`src/rtl/perf_counter_ctrl_if.sv`:
```
// MMIO request/response bundle for perf_counter_ctrl.
// master: read/write/address/wdata out, rdata/resp in; slave mirrors.
interface perf_counter_ctrl_if #(
  parameter int width = 32
);
  logic             mmio_read;
  logic             mmio_write;
  logic [3:0]       mmio_address;
  logic [width-1:0] mmio_wdata;
  logic [width-1:0] mmio_rdata;
  logic             mmio_resp;

  modport master (
    output mmio_read, mmio_write, mmio_address, mmio_wdata,
    input  mmio_rdata, mmio_resp
  );

  modport slave (
    input  mmio_read, mmio_write, mmio_address, mmio_wdata,
    output mmio_rdata, mmio_resp
  );
endinterface

```
`src/rtl/perf_counter_ctrl.sv`:
```
// Event counter bank with CTRL/OVF registers behind an MMIO handshake.
// Ports: clk, rst (sync high), events[NUM_CNT], mmio (slave modport).
module perf_counter_ctrl #(
  parameter int NUM_CNT = 8,
  parameter int width   = 32
) (
  input  logic               clk,
  input  logic               rst,
  input  logic [NUM_CNT-1:0] events,
  perf_counter_ctrl_if.slave mmio
);

  localparam logic [3:0] ADDR_CTRL = 4'd8;
  localparam logic [3:0] ADDR_OVF  = 4'd9;

  typedef enum logic {IDLE, RESP} state_t;

  state_t             state;
  logic [width-1:0]   cnt [NUM_CNT];
  logic [NUM_CNT-1:0] ovf;
  logic               en;

  logic               accept;
  logic               wr;
  logic               clear_all;
  logic [NUM_CNT-1:0] clr;
  logic [NUM_CNT-1:0] inc;
  logic [NUM_CNT-1:0] wrap;
  logic [NUM_CNT-1:0] w1c;
  logic [width-1:0]   rd_val;
  logic               unused_wdata;

  // Request lines are only looked at in IDLE, so a held request
  // is taken once per IDLE/RESP round trip.
  assign accept = (state == IDLE) &&
                  (mmio.mmio_read || mmio.mmio_write);
  assign wr = accept && mmio.mmio_write;

  assign clear_all = wr && (mmio.mmio_address == ADDR_CTRL) &&
                     mmio.mmio_wdata[1];

  assign w1c = (wr && mmio.mmio_address == ADDR_OVF) ?
               mmio.mmio_wdata[NUM_CNT-1:0] : '0;

  assign unused_wdata = ^mmio.mmio_wdata;

  // A clear suppresses the increment, so it can never wrap.
  always_comb begin
    clr  = '0;
    inc  = '0;
    wrap = '0;
    for (int i = 0; i < NUM_CNT; i++) begin
      clr[i]  = clear_all ||
                (wr && mmio.mmio_address == 4'(i));
      inc[i]  = en && events[i] && !clr[i];
      wrap[i] = inc[i] && (cnt[i] == '1);
    end
  end

  always_comb begin
    rd_val = '0;
    for (int i = 0; i < NUM_CNT; i++)
      if (mmio.mmio_address == 4'(i))
        rd_val = cnt[i];
    if (mmio.mmio_address == ADDR_CTRL)
      rd_val = width'(en);
    if (mmio.mmio_address == ADDR_OVF)
      rd_val = width'(ovf);
  end

  always_ff @(posedge clk) begin
    if (rst) begin
      state           <= IDLE;
      mmio.mmio_resp  <= 1'b0;
      mmio.mmio_rdata <= '0;
      ovf             <= '0;
      en              <= 1'b0;
      for (int i = 0; i < NUM_CNT; i++)
        cnt[i] <= '0;
    end else begin
      for (int i = 0; i < NUM_CNT; i++) begin
        if (clr[i])
          cnt[i] <= '0;
        else if (inc[i])
          cnt[i] <= cnt[i] + 1'b1;
      end
      // New overflow wins over a same-edge W1C.
      ovf <= (ovf & ~w1c) | wrap;
      if (wr && mmio.mmio_address == ADDR_CTRL)
        en <= mmio.mmio_wdata[0];
      case (state)
        IDLE: begin
          if (accept) begin
            state           <= RESP;
            mmio.mmio_resp  <= 1'b1;
            mmio.mmio_rdata <= mmio.mmio_write ? '0 : rd_val;
          end else begin
            mmio.mmio_resp  <= 1'b0;
            mmio.mmio_rdata <= '0;
          end
        end
        RESP: begin
          state           <= IDLE;
          mmio.mmio_resp  <= 1'b0;
          mmio.mmio_rdata <= '0;
        end
        default: state <= IDLE;
      endcase
    end
  end

endmodule
```
`src/flat_wrapper.sv`:
```
// flat-port wrapper written by rule: the top's interface ports become plain ports
module perf_counter_ctrl_flat 
#(
  parameter int NUM_CNT = 8,
  parameter int width   = 32
)
  (clk, rst, events, mmio_mmio_read, mmio_mmio_write, mmio_mmio_address, mmio_mmio_wdata, mmio_mmio_rdata, mmio_mmio_resp);
  perf_counter_ctrl_if #(.width(width)) mmio_i ();
  input  logic clk;
  input  logic rst;
  input  logic [NUM_CNT-1:0] events;
  input wire logic [$bits(mmio_i.mmio_read)-1:0] mmio_mmio_read;
  input wire logic [$bits(mmio_i.mmio_write)-1:0] mmio_mmio_write;
  input wire logic [$bits(mmio_i.mmio_address)-1:0] mmio_mmio_address;
  input wire logic [$bits(mmio_i.mmio_wdata)-1:0] mmio_mmio_wdata;
  output wire logic [$bits(mmio_i.mmio_rdata)-1:0] mmio_mmio_rdata;
  output wire logic [$bits(mmio_i.mmio_resp)-1:0] mmio_mmio_resp;
  assign mmio_i.mmio_read = mmio_mmio_read;
  assign mmio_i.mmio_write = mmio_mmio_write;
  assign mmio_i.mmio_address = mmio_mmio_address;
  assign mmio_i.mmio_wdata = mmio_mmio_wdata;
  assign mmio_mmio_rdata = mmio_i.mmio_rdata;
  assign mmio_mmio_resp = mmio_i.mmio_resp;
  perf_counter_ctrl #(.NUM_CNT(NUM_CNT), .width(width)) u_core (.clk(clk), .rst(rst), .events(events), .mmio(mmio_i));
endmodule
```
`config.mk`:
```
export PLATFORM = sky130hd
export DESIGN_NAME = perf_counter_ctrl_flat
export DESIGN_NICKNAME = d
export VERILOG_FILES = /design/src/rtl/perf_counter_ctrl_if.sv /design/src/rtl/perf_counter_ctrl.sv /design/src/flat_wrapper.sv
export SDC_FILE = /design/constraint.sdc
export NUM_CORES = 1
export LEC_CHECK = 0
export BUFFER_PORTS_ARGS = -buffer_cell sky130_fd_sc_hd__buf_2
export CAP_MARGIN = 20
export CORE_MARGIN = 2
export CORE_UTILIZATION = 35
export CTS_CLUSTER_DIAMETER = 150
export DETAILED_ROUTE_END_ITERATION = 8
export HOLD_SLACK_MARGIN = 0.03
export PLACE_DENSITY = 0.49
export SLEW_MARGIN = 40
export SYNTH_ARGS = -nofsm -noshare
export SYNTH_HDL_FRONTEND = slang
export SYNTH_SLANG_ARGS = --single-unit
```
`constraint.sdc`:
```
create_clock -name clk -period 12.12 [get_ports clk]
set_input_delay 1.818 -clock clk [delete_from_list [all_inputs] [get_ports clk]]
set_output_delay 1.818 -clock clk [all_outputs]
set_load 0.01 [all_outputs]
```
==> results of run 1 <==
[critical path: cells and delay by family]
family,cells,cell delay (ns)
compound gates,3,1.87
buf+inv,3,1.77
simple gates,1,0.11
[logic make-up (layout without fill, tap and decap cells)]
family	count (synthesis)	after routing	share of synthesized area, %
AO/OA/AOI/OAI	251	251	9.65
XOR/XNOR	223	223	11.3
adder cells (fa/ha/maj)	8	8	0.577
buffers and inverters	136	184	2.95
flip-flops	298	298	49.1
multiplexers	18	18	1.44
other	0	1	0
AND/OR/NAND/NOR	862	862	25.0
[cell usage in the layout (no fill, tap or decap), types with 6 or more instances in the layout]
cell,n
a21oi_1,54
nor2b_1,22
dfxtp_1,42
nor4_1,36
nor3_1,48
a22oi_1,9
o21ai_0,47
and4_1,28
and3b_1,15
o22ai_1,28
nand2b_1,11
xor2_1,113
xnor2_1,110
and3_1,31
nand3_1,105
clkbuf_1,11
a221oi_1,29
mux2i_1,7
or3_1,16
nand4_1,79
nor2_1,301
a211oi_1,22
edfxtp_1,256
a222oi_1,15
buf_2,56
nand3b_1,7
mux2_2,6
inv_1,34
clkinv_2,6
buf_4,25
nand2_1,117
clkbuf_8,7
ha_1,8
and2_1,12
clkbuf_16,39
[area by class of cell]
class / instances / area share (%)
diodes: 1 / 0.0128
clock buffers: 57 / 5.69
clock inverters: 9 / 0.262
inverters: 36 / 0.704
multi-input cells: 1362 / 43.0
flip-flops and latches: 298 / 43.6
well taps: 664 / 4.25
repair buffers: 82 / 2.45
[flip-flops by register name (all words and copies together), names as in the netlist]
name / count
u_core.cnt: 256
u_core.en: 1
u_core.mmio.mmio_rdata: 32
u_core.mmio.mmio_resp: 1
u_core.ovf: 8
[final timing paths]
check | end | slack, ns | cells past startpoint
max | u_core.mmio.mmio_rdata[18] | 6.88 | 7
min | u_core.mmio.mmio_resp | 0.49 | 1
max reg2reg | u_core.cnt[0][191] | 9.32 | 5
min reg2reg | u_core.mmio.mmio_resp | 0.49 | 1
[stage by stage]
step	worst slack [ns]	hold WS, ns	utilization (%)
global route	6.91	0.544	39.9
floorplan	5.13	0.438	-
finish	6.88	0.492	40.0
CTS	7.43	0.494	39.9
detailed placement	6.82	0.482	37.5
global placement	6.87	0.468	37.4
[routing by layer]
layer  part of all wire, %  vias up  track usage, %
met4                   2.9        0            6.49
met2                    46      476            34.2
met5                     0        -               0
met1                    43     6982            30.2
li1                      -     6683               -
met3                   7.7       90            4.22
[power by group]
group / internal (mW) / switching [mW]
combinational: 0.0594 / 0.121
clock: 0.633 / 0.454
sequential: 1.15 / 0.0591
total: 1.85 / 0.634
==> metrics.cfg, run 1 <==
[placed_design]
dp.final_hpwl_um = 39000
placedCellCount = 2442
gp_congestion = 0.904
port_buffers = 56
placed_area_um2 = 18400

[finish]
area_delta_synth_final_pct = 12.7
fin_nets = 1872
drive_above_1_share_pct = 9.49
multi_input_area_um2 = 8410
fillers = 4885
post-route-cell-area_um2 = 19600
regArea_um2 = 8530
stdcell_count = 2509

[setup_path]
crit_start = mmio_mmio_address[1]
cp_max_fo = 58
setup.worst_path.class = in2reg
worst_r2r_startpoint = u_core.cnt[0][162]
cpMaxStageDelayCell = a221oi_1
crit_required_ns = 12.54
worst_setup_path_end_kind = flip-flop
worstPathArrival_ns = 5.65
max_stage_delay_ns = 0.89
setup.worst_path.start_class = input pin
crit_chain = buf_2 -> buf_4 -> clkinv_2 -> a221oi_1 -> o21ai_0 -> a222oi_1 -> nor2_1

[clock_network]
cts_made_buffers = 36
cts_setup_buffers = 0
clk_latency_ns = 0.56
clk_pin_slew_ns = 0.06
cts_tree = built
cts_htree_levels = 2
cts_buffer_depth = 3
root_buffer = clkbuf_16
cts.sinks = 298
postCtsHoldBufs = 0
cts-resized-gates = 0

[timing]
skew_ns = 0.0198
drv_slew = 0
fin_crit_ns = 5.24
slew_headroom_pct = 36.4
setup_viol = 0
rsz0062_at_grt = no
setup_tns_ns = 0
fmax_ghz = 0.191
hold_viol = 0
period_share_pct = 43.2
worst_pin_slew_ns = 0.943

[synth]
ys_top_cells_by_count = 301 x nor2_1, 256 x edfxtp_1, 117 x nand2_1, 113 x xor2_1, 110 x xnor2_1
synthMostInstantiatedCell = nor2_1
synth_cells = 1796
synth_top_cell_area_share_pct = 44.3
syn_area_per_cell_um2 = 9.66
synth_warnings = 0
ys.flop_type = edfxtp_1
synth_area_um2 = 17400
synthTopCellsByArea = edfxtp_1 44%, nor2_1 6.5%, xor2_1 5.7%
syn_nets = 1852
ys_seq_elements = 298
synth_edf_count = 256
synth.largest_area_cell = edfxtp_1
seq_area_frac_synth_pct = 49.1
async_flop_share_pct = 0
yosysUniqueCellTypes = 63

[floorplanning]
die_area_um2 = 51400
die_h_um = 227
initial_core_util_pct = 35.4
fp.coreArea_um2 = 49000
die_x_um = 227
ios = 81
num_rows = 81

[run]
cap_violations = 0

[global_routing]
antenna_found_initial = 3
grt_pass1_vias = 13494
grt_pass1_wl_um = 84100
gr-usage-all-layers_pct = 21.7
overflow = 0
grt_max_degree = 75

[drt]
first_iter_violations = 1477
drc = 0
num_vias = 14231
via_per_inst = 5.67
drt-wirelength-per-cell_um = 22.2
wl_um = 55700
firstDrtPassIters = 7
ant_nets = 0

[pwr]
ir_drop_mv = 0.112
power.leakage_nw = 6.24
power_density_nw_per_um2 = 127
power_mw = 2.48

[min_path]
hold_class = reg2reg
hp-start = u_core.mmio.mmio_resp

[outcome]
outcome = finished, final reports clean

Power figures use the tool's default switching activity.
==> run 2: changes to the inputs <==
==> constraint.sdc (replaced) <==
create_clock -name clk -period 5.05 [get_ports clk]
set_input_delay 0.7575 -clock clk [delete_from_list [all_inputs] [get_ports clk]]
set_output_delay 0.7575 -clock clk [all_outputs]
set_load 0.01 [all_outputs]
==> run 2 against run 1 <==
Net effect: sequential share of layout area down 0.36 points; critical endpoint is now u_core.mmio.mmio_rdata[15]; combinational power is 140% higher; critical path depth is 1 lower; largest cell class unchanged; sequential cell count did not move; first-iteration DRC count down 7.2%; total power rose by 140%; clock power grew 150%; global-route usage shrank 0.31 points; utilization grew 0.33 points; die area unchanged; non-clock buffer count rose by 11.
==> metrics.cfg, run 2 (synthesized netlist as in run 1, its figures left out) <==
[drt]
drt-wirelength-per-cell_um = 21.9
ant_nets = 0
via_per_inst = 5.64
num_vias = 14215
drc = 0
firstDrtPassIters = 6
first_iter_violations = 1371
wl_um = 55200

[finish]
fin_nets = 1884
regMostFlops = u_core.cnt
biggestRegsByFlops = u_core.cnt (256), u_core.mmio.mmio_rdata (32), u_core.ovf (8)
final_common_cell = nor2_1
area_delta_synth_final_pct = 13.7
fillers = 4868
drive_above_1_share_pct = 10.0
largest_reg_flops = 256
mostFrequentLayoutCells = 301 x nor2_1, 256 x edfxtp_1, 117 x nand2_1, 113 x xor2_1, 110 x xnor2_1

[pwr]
ir_drop_mv = 0.229
clkPwrFrac_pct = 44.5
power.switching_mw = 1.50
power_frac_comb_pct = 7.2
swShare_pct = 24.9
power_density_nw_per_um2 = 306
power.leakage_nw = 6.33
power_frac_seq_pct = 48.3
power_mw = 6.04
internal_power_mw = 4.54

[clock_network]
cts_htree_levels = 2
cts-resized-gates = 0
postCtsHoldBufs = 0
cts_made_buffers = 37
clk_pin_slew_ns = 0.06
cts.sinks = 298
cts_tree = built
root_buffer = clkbuf_16
cts_buffer_depth = 3
cts_setup_buffers = 0
clk_latency_ns = 0.55

[global_routing]
grt_max_degree = 38
grt_pass1_wl_um = 83100
overflow = 0
gr-usage-all-layers_pct = 21.4
antenna_found_initial = 3
grt_pass1_vias = 13275

[timing]
period_share_pct = 57.6
setup_tns_ns = 0
fin_ws_ns = 2.14
rsz0062_at_grt = no
drv_slew = 0
fin_crit_ns = 2.91
fmax_ghz = 0.344
worst_pin_slew_ns = 0.854
hold_viol = 0
setup_viol = 0
skew_ns = 0.0200
slew_headroom_pct = 42.4

[setup_path]
setup.worst_path.class = in2reg
crit_required_ns = 5.53
worst_setup_path_end_kind = flip-flop
setup.worst_path.start_class = input pin
cp_max_fo = 22
worstPathArrival_ns = 3.39

[placed_design]
port_buffers = 56
dp.final_hpwl_um = 39800
gp_congestion = 0.927
detailedPlace.worstSlack_ns = 1.63

[run]
cap_violations = 0

[floorplanning]
fp.coreArea_um2 = 49000
initial_core_util_pct = 35.4
die_h_um = 227
die_x_um = 227
die_area_um2 = 51400
ios = 81
num_rows = 81

[min_path]
hold_class = reg2reg

[outcome]
outcome = finished, final reports clean

-- run 2: cell count changes in the layout (fill, tap and decap cells not counted), moves of 3 or more --
cell	previous run	this run
clkbuf_8	7	10
o21ai_1	5	2
clkbuf_1	11	14
clkinv_2	6	3
buf_4	25	36
o21ai_0	47	50
-- run 2: critical path, cell delays in order --
cell	delay, ns
buf_2	0.44
nor2b_2	0.74
a221oi_1	0.34
o21ai_0	0.77
a222oi_1	0.19
nor2_1	0.13
-- run 2: path summary, 6_finish.rpt --
path	from	end	slack (ns)	cells after the start
worst max-delay path	mmio_mmio_address[1]	u_core.mmio.mmio_rdata[15]	2.14	6
worst min-delay path	u_core.mmio.mmio_resp	u_core.mmio.mmio_resp	0.48	1
worst max register to register	u_core.cnt[0][70]	u_core.cnt[0][94]	2.33	5
worst min register to register	u_core.mmio.mmio_resp	u_core.mmio.mmio_resp	0.48	1
-- run 2: power groups by stage --
stage	Clock [mW]	Combinational, mW	Sequential, mW
after CTS	2.75	0.433	2.91
after detailed placement	0	0.429	2.96
after global routing	2.84	0.468	2.93
final	2.69	0.436	2.91
after global placement	0	0.425	2.96
after floorplan	0	0.270	2.91
-- run 2: final cells by class --
| class | count | area (um2) | area share, % |
|---|---|---|---|
| flip-flops and latches | 298 | 8530 | 43.2 |
| multi-input cells | 1362 | 8430 | 42.7 |
| clock buffers | 63 | 1170 | 5.91 |
| well taps | 664 | 831 | 4.21 |
| repair buffers | 93 | 578 | 2.93 |
| inverters | 36 | 135 | 0.685 |
| clock inverters | 5 | 53.8 | 0.273 |
| diodes | 1 | 2.50 | 0.0127 |
-- run 2: metrics by stage --
stage / util (%) / hold slack (ns) / instances / area, um2
floorplan: - / 0.438 / 1796 / 17400
global placement: 37.6 / 0.463 / 2451 / 18400
detailed placement: 37.8 / 0.481 / 2453 / 18500
CTS: 40.3 / 0.460 / 2521 / 19700
global route: 40.3 / 0.475 / 2521 / 19700
finish: 40.3 / 0.484 / 2522 / 19700
-- run 2: metal layers --
metal	up-vias	track usage [%]	wire length [um]
li1	6707	-	-
met1	6991	30.0	24600
met2	434	34.0	25400
met3	79	3.50	3740
met4	4	6.18	1440
met5	-	0	23
